### src/rtl/vga_frame_decoder.sv
// Receive-side VGA decoder: recovers active-area coordinates from sync/blank/RGB,
// checks line and frame geometry, and captures the colour at a probe coordinate.
module vga_frame_decoder #(
    parameter int H_ACTIVE = 800,
    parameter int V_ACTIVE = 600,
    parameter bit SYNC_POL = 1'b1
) (
    input  logic        clk,
    input  logic        rst,
    input  logic        iPixEn,
    input  logic        iHsync,
    input  logic        iVsync,
    input  logic        iBlank_n,
    input  logic [7:0]  iRed,
    input  logic [7:0]  iGreen,
    input  logic [7:0]  iBlue,
    input  logic [10:0] iProbeX,
    input  logic [10:0] iProbeY,
    input  logic        iClrErr,
    output logic [10:0] oHCoordinate,
    output logic [10:0] oVCoordinate,
    output logic [23:0] oPixel,
    output logic        oPixValid,
    output logic        oFrameStart,
    output logic        oLocked,
    output logic        oLineErr,
    output logic        oFrameErr,
    output logic [23:0] oProbeColor,
    output logic        oProbeValid
);

    typedef enum logic [1:0] {UNLOCKED, SYNCED, LOCKED} state_t;

    localparam logic [10:0] CNT_MAX = 11'd2047;
    localparam logic [10:0] H_EXP   = 11'(H_ACTIVE);
    localparam logic [10:0] V_EXP   = 11'(V_ACTIVE);

    function automatic logic [10:0] sat_inc(input logic [10:0] v);
        return (v == CNT_MAX) ? v : v + 11'd1;
    endfunction

    state_t      state_q, state_d;
    logic        hs_q, vs_q;
    logic [10:0] hcnt_q, hcnt_d, vcnt_q, vcnt_d;
    logic        lerr_frame_q, lerr_frame_d;
    logic [10:0] hco_q, vco_q;
    logic [23:0] pix_q, prbcol_q;
    logic        pixvld_q, fstart_q, lerr_q, ferr_q, prbvld_q;

    logic        hs, vs, hs_edge, vs_edge, active;
    logic [10:0] hcnt_line, vcnt_line;
    logic        line_closed, line_err, frame_chk, frame_bad, frame_err, probe_hit;
    logic [23:0] color;

    // Internal syncs are asserted-high regardless of the incoming polarity.
    assign hs    = iHsync ^ ~SYNC_POL;
    assign vs    = iVsync ^ ~SYNC_POL;
    assign color = {iRed, iGreen, iBlue};

    assign hs_edge = iPixEn & hs & ~hs_q;
    assign vs_edge = iPixEn & vs & ~vs_q;
    assign active  = iPixEn & iBlank_n;

    // A pixel sampled with the hs edge still belongs to the line being closed.
    assign hcnt_line   = active ? sat_inc(hcnt_q) : hcnt_q;
    assign line_closed = hs_edge && (hcnt_line != 11'd0);
    assign line_err    = line_closed && (hcnt_line != H_EXP);
    assign vcnt_line   = line_closed ? sat_inc(vcnt_q) : vcnt_q;

    assign frame_chk = vs_edge && (state_q != UNLOCKED);
    assign frame_bad = (vcnt_line != V_EXP) || lerr_frame_q || line_err;
    assign frame_err = frame_chk && frame_bad;
    assign probe_hit = active && (hcnt_q == iProbeX) && (vcnt_q == iProbeY);

    always_comb begin
        state_d      = state_q;
        hcnt_d       = hs_edge ? 11'd0 : hcnt_line;
        vcnt_d       = vs_edge ? 11'd0 : vcnt_line;
        lerr_frame_d = vs_edge ? 1'b0 : (lerr_frame_q | line_err);
        case (state_q)
            UNLOCKED: if (vs_edge) state_d = SYNCED;
            SYNCED:   if (frame_chk && !frame_bad) state_d = LOCKED;
            LOCKED:   if (line_err || frame_err) state_d = SYNCED;
            default:  state_d = UNLOCKED;
        endcase
    end

    always_ff @(posedge clk) begin
        if (rst) state_q <= UNLOCKED;
        else     state_q <= state_d;
    end

    always_ff @(posedge clk) begin
        if (rst) begin
            hs_q         <= 1'b0;
            vs_q         <= 1'b0;
            hcnt_q       <= '0;
            vcnt_q       <= '0;
            lerr_frame_q <= 1'b0;
            hco_q        <= '0;
            vco_q        <= '0;
            pix_q        <= '0;
            pixvld_q     <= 1'b0;
            fstart_q     <= 1'b0;
            lerr_q       <= 1'b0;
            ferr_q       <= 1'b0;
            prbcol_q     <= '0;
            prbvld_q     <= 1'b0;
        end else begin
            pixvld_q <= active;
            fstart_q <= vs_edge;
            prbvld_q <= probe_hit;
            if (iPixEn) begin
                hs_q         <= hs;
                vs_q         <= vs;
                hcnt_q       <= hcnt_d;
                vcnt_q       <= vcnt_d;
                lerr_frame_q <= lerr_frame_d;
                // A same-cycle error event overrides the clear.
                lerr_q       <= line_err  | (lerr_q & ~iClrErr);
                ferr_q       <= frame_err | (ferr_q & ~iClrErr);
            end
            if (active) begin
                hco_q <= hcnt_q;
                vco_q <= vcnt_q;
                pix_q <= color;
            end
            if (probe_hit) prbcol_q <= color;
        end
    end

    assign oHCoordinate = hco_q;
    assign oVCoordinate = vco_q;
    assign oPixel       = pix_q;
    assign oPixValid    = pixvld_q;
    assign oFrameStart  = fstart_q;
    assign oLocked      = (state_q == LOCKED);
    assign oLineErr     = lerr_q;
    assign oFrameErr    = ferr_q;
    assign oProbeColor  = prbcol_q;
    assign oProbeValid  = prbvld_q;

endmodule
### config.mk
export PLATFORM = sky130hd
export DESIGN_NAME = vga_frame_decoder
export DESIGN_NICKNAME = d
export VERILOG_FILES = /design/src/rtl/vga_frame_decoder.sv
export SDC_FILE = /design/constraint.sdc
export NUM_CORES = 1
export LEC_CHECK = 0
export CELL_PAD_IN_SITES_DETAIL_PLACEMENT = 0
export CELL_PAD_IN_SITES_GLOBAL_PLACEMENT = 2
export CORE_UTILIZATION = 27
export DETAILED_ROUTE_END_ITERATION = 12
export GPL_TIMING_DRIVEN = 0
export PLACE_DENSITY = 0.9
export SYNTH_ARGS = -nofsm -noshare
export SYNTH_HDL_FRONTEND = slang
export SYNTH_SLANG_ARGS = --single-unit
### constraint.sdc
create_clock -name clk -period 3.6 [get_ports clk]
set_input_delay 0.9 -clock clk [delete_from_list [all_inputs] [get_ports clk]]
set_output_delay 0.9 -clock clk [all_outputs]
set_load 0.01 [all_outputs]
==> flow_metrics.tcl, run 1 <==
set metrics [dict create \
    maxSlewHeadroom_pct 52.2 \
    async_reset_ff_share_pct 0 \
    grt_most_used_layer "met2" \
    synth_flop_cell "dfxtp_1" \
    drive_above_1_share_pct 6.02 \
    first_global_vias 4158 \
    design_area_mm2 0.00642 \
    synth_area_mm2 0.00449 \
    critPathMaxFanout 7 \
    portBuffers 127 \
    instances_no_fill 897 \
    setup_viol 0 \
    yosysWarnings 0 \
    route.vias.total 4340 \
    syn_nets 592 \
    fill_cells 1587 \
    place_congestion 0.865 \
    hold_class "flop to flop" \
    cts_root_buf "clkbuf_16" \
    initialDrtViolationCount 307 \
    finalCritPeriodShare_pct 93.0 \
    route.detailed.drc 0 \
    die_area_mm2 0.0172 \
    n_antenna_cell 0 \
    wl_per_cell_um 16.0 \
    placed_cell_area_mm2 0.00604 \
    synthCells 537 \
    post-place-ws_ns -0.666 \
    critPathArrivalTime_ns 3.59 \
    grt_pass1_wl_mm 21.9 \
    routed_wl_mm 14.3 \
    gr-total-overflow 0 \
    mostFrequentLayoutCell "clkdlybuf4s50_1" \
    synth.distinct_cells 54 \
    ios 129 \
    start_util_pct 28.0 \
    gr-usage-met1_pct 20.8 \
    fmax_mhz 299 \
    grt_max_degree 16 \
    grt_antenna_before_repair 0 \
    vdd_drop_max_v 0.000272 \
    cts_tree "built" \
    drv_cap 0 \
    synth_seq_cells 102 \
    nets 731 \
    clock-sinks 102 \
    clk_pin_slew_ns 0.07 \
    fin_skew_ns 0.00492 \
    final_cell_mix "125 x clkdlybuf4s50_1, 109 x nand2_1, 102 x dfxtp_1, 53 x a21oi_1, 49 x nor2_1" \
    fp.dieH_um 131 \
    area_growth_pct 42.9 \
    antenna_left 0 \
    fp.dieW_um 131 \
    critPathMaxStageDelay_ns 0.38 \
    met2_usage_pct 28.2 \
    status "finished clean" \
    grt_util_met3_pct 4.68 \
    slew_viol_final 0 \
    endpoint_kind "flop" \
    avgSynthCellArea_um2 8.37 \
    crit_chain "dlymetal6s2s_1, and4_1, buf_2, a41o_1, a222oi_1, buf_4, a31oi_4, a311o_1, a222oi_1, buf_4, nand3_2, a32o_1" \
    cts.htree.levels 3 \
    coreArea_mm2 0.0161 \
    track_usage_pct 16.9 \
    rsz0062_at_grt "false" \
    yosysSeqAreaShare_pct 45.4 \
    cp.required_ns 3.84 \
    cts_buffers 9 \
    path_class "input port to flop" \
    slowest_stage "a222oi_1" \
    fin_ws_ns 0.251 \
    hold_violations 0 \
    clockBufferDepth 2 \
    dp_hpwl_mm 10.7 \
    start_kind "input port" \
    worstMarginPinSlew_ns 0.717 \
    dp_cells 880 \
    p_leak_nw 2.41 \
    fin_crit_ns 3.35 \
    rows 46 \
    clk-insertion-delay-late_ns 0.35 \
    via_per_inst 4.84 \
    firstDrtPassIters 5 \
    p_per_area_mw_per_mm2 373 \
    synth_edf_count 0 \
    fin_setup_tns_ns 0 \
]
## Yosys cell counts, types with 3 or more instances
cell type | count | area share (%)
dfxtp_1 | 102 | 45
buf_6 | 3 | 0.75
and3_1 | 7 | 0.97
a31oi_1 | 5 | 0.70
xnor2_1 | 17 | 3.3
and2_1 | 9 | 1.3
a41o_1 | 3 | 0.67
mux2i_1 | 30 | 6.7
inv_1 | 6 | 0.50
or3_1 | 3 | 0.42
nand4_1 | 16 | 2.2
nor2_1 | 49 | 4.1
nand2_1 | 109 | 9.1
nor3_1 | 6 | 0.67
nor4b_1 | 3 | 0.58
xor2_1 | 9 | 1.8
nor4_1 | 4 | 0.56
a21oi_1 | 54 | 6.0
and4_1 | 4 | 0.78
o21ai_0 | 4 | 0.45
nand3_1 | 12 | 1.3
clkbuf_1 | 27 | 2.3
buf_2 | 7 | 0.78
buf_1 | 5 | 0.42
## sequential cells by signal, indices dropped and copies added, names as in the netlist, 2 cells and up
name,cells
hcnt_q,11
oHCoordinate,11
oPixel,24
oProbeColor,24
oVCoordinate,11
state_q,2
vcnt_q,11
## critical path: cells and delay by family
family,cells,cell delay (ns)
compound gates,6,1.66
simple gates,2,0.32
buf+inv,4,0.71
## through the flow
| stage | power [mW] | hold slack, ns | utilization (%) |
|---|---|---|---|
| after floorplan | 1.28 | 0.451 | - |
| after global placement | 1.41 | 0.444 | 37.6 |
| after detailed placement | 1.41 | 0.446 | 37.6 |
| after CTS | 2.43 | 0.455 | 39.9 |
| after global routing | 2.49 | 0.477 | 40.0 |
| final | 2.39 | 0.455 | 40.0 |
## worst paths after layout
kind / slack [ns] / from / to / cells after the start
worst max register to register: 0.29 / hcnt_q[1]$_SDFFE_PP0P_ / oFrameErr$_SDFFE_PP0P_ / 10
worst min register to register: 0.45 / oVCoordinate[1]$_SDFFE_PP0N_ / oVCoordinate[1]$_SDFFE_PP0N_ / 2
worst min-delay path: 0.45 / oVCoordinate[1]$_SDFFE_PP0N_ / oVCoordinate[1]$_SDFFE_PP0N_ / 2
worst max-delay path: 0.25 / iBlank_n / oFrameErr$_SDFFE_PP0P_ / 12
## where the power goes
part	switching (mW)	total, mW	internal (mW)
Sequential	0.0117	1.16	1.15
Combinational	0.120	0.235	0.115
Clock	0.424	1.00	0.577
## logic make-up (layout without fill, tap and decap cells)
family                   Yosys count  count (layout)  share of synthesized area [%]
AO/OA/AOI/OAI                     94              94                           13.3
XOR/XNOR                          26              26                           5.07
adder cells (fa/ha/maj)            2               2                          0.557
buffers and inverters             48             192                           4.70
flip-flops                       102             102                           45.4
multiplexers                      30              30                           6.68
AND/OR/NAND/NOR                  235             235                           24.2
## timing repair
action | CTS | global route
gates cloned | 0 | 0
endpoints found under the setup margin | 3 | 3
pin swaps | 3 | 2
setup buffers | 2 | 0
hold buffers | 0 | 0
hold endpoints to repair | 0 | 0
gates resized for setup | 9 | 4
## final cells by class
| class | count | area, um2 | share of cell area, % |
|---|---|---|---|
| inverter | 6 | 22.5 | 0.351 |
| multi-input combinational | 387 | 2300 | 35.9 |
| buffer | 41 | 189 | 2.94 |
| tap | 216 | 270 | 4.21 |
| clock inverter | 3 | 42.5 | 0.663 |
| clock buffer | 13 | 260 | 4.05 |
| timing repair buffer | 129 | 1290 | 20.1 |
| sequential | 102 | 2040 | 31.8 |
## routing by layer
metal  share of wire, %  vias up
met1                 44     2050
met4                1.6        0
met3                6.1       19
li1                   -     2136
met5                  0        -
met2                 48      135
(Power assumes the default switching activity.)
==> run 2: changes to the inputs <==
--- a/config.mk
+++ b/config.mk
@@ -11,6 +11,7 @@
 export DETAILED_ROUTE_END_ITERATION = 12
 export GPL_TIMING_DRIVEN = 0
 export PLACE_DENSITY = 0.9
+export SLEW_MARGIN = 25
 export SYNTH_ARGS = -nofsm -noshare
 export SYNTH_HDL_FRONTEND = slang
 export SYNTH_SLANG_ARGS = --single-unit
==> results of run 2 <==
Same layout as run 1: the final DEF is identical, and so are final timing and power.
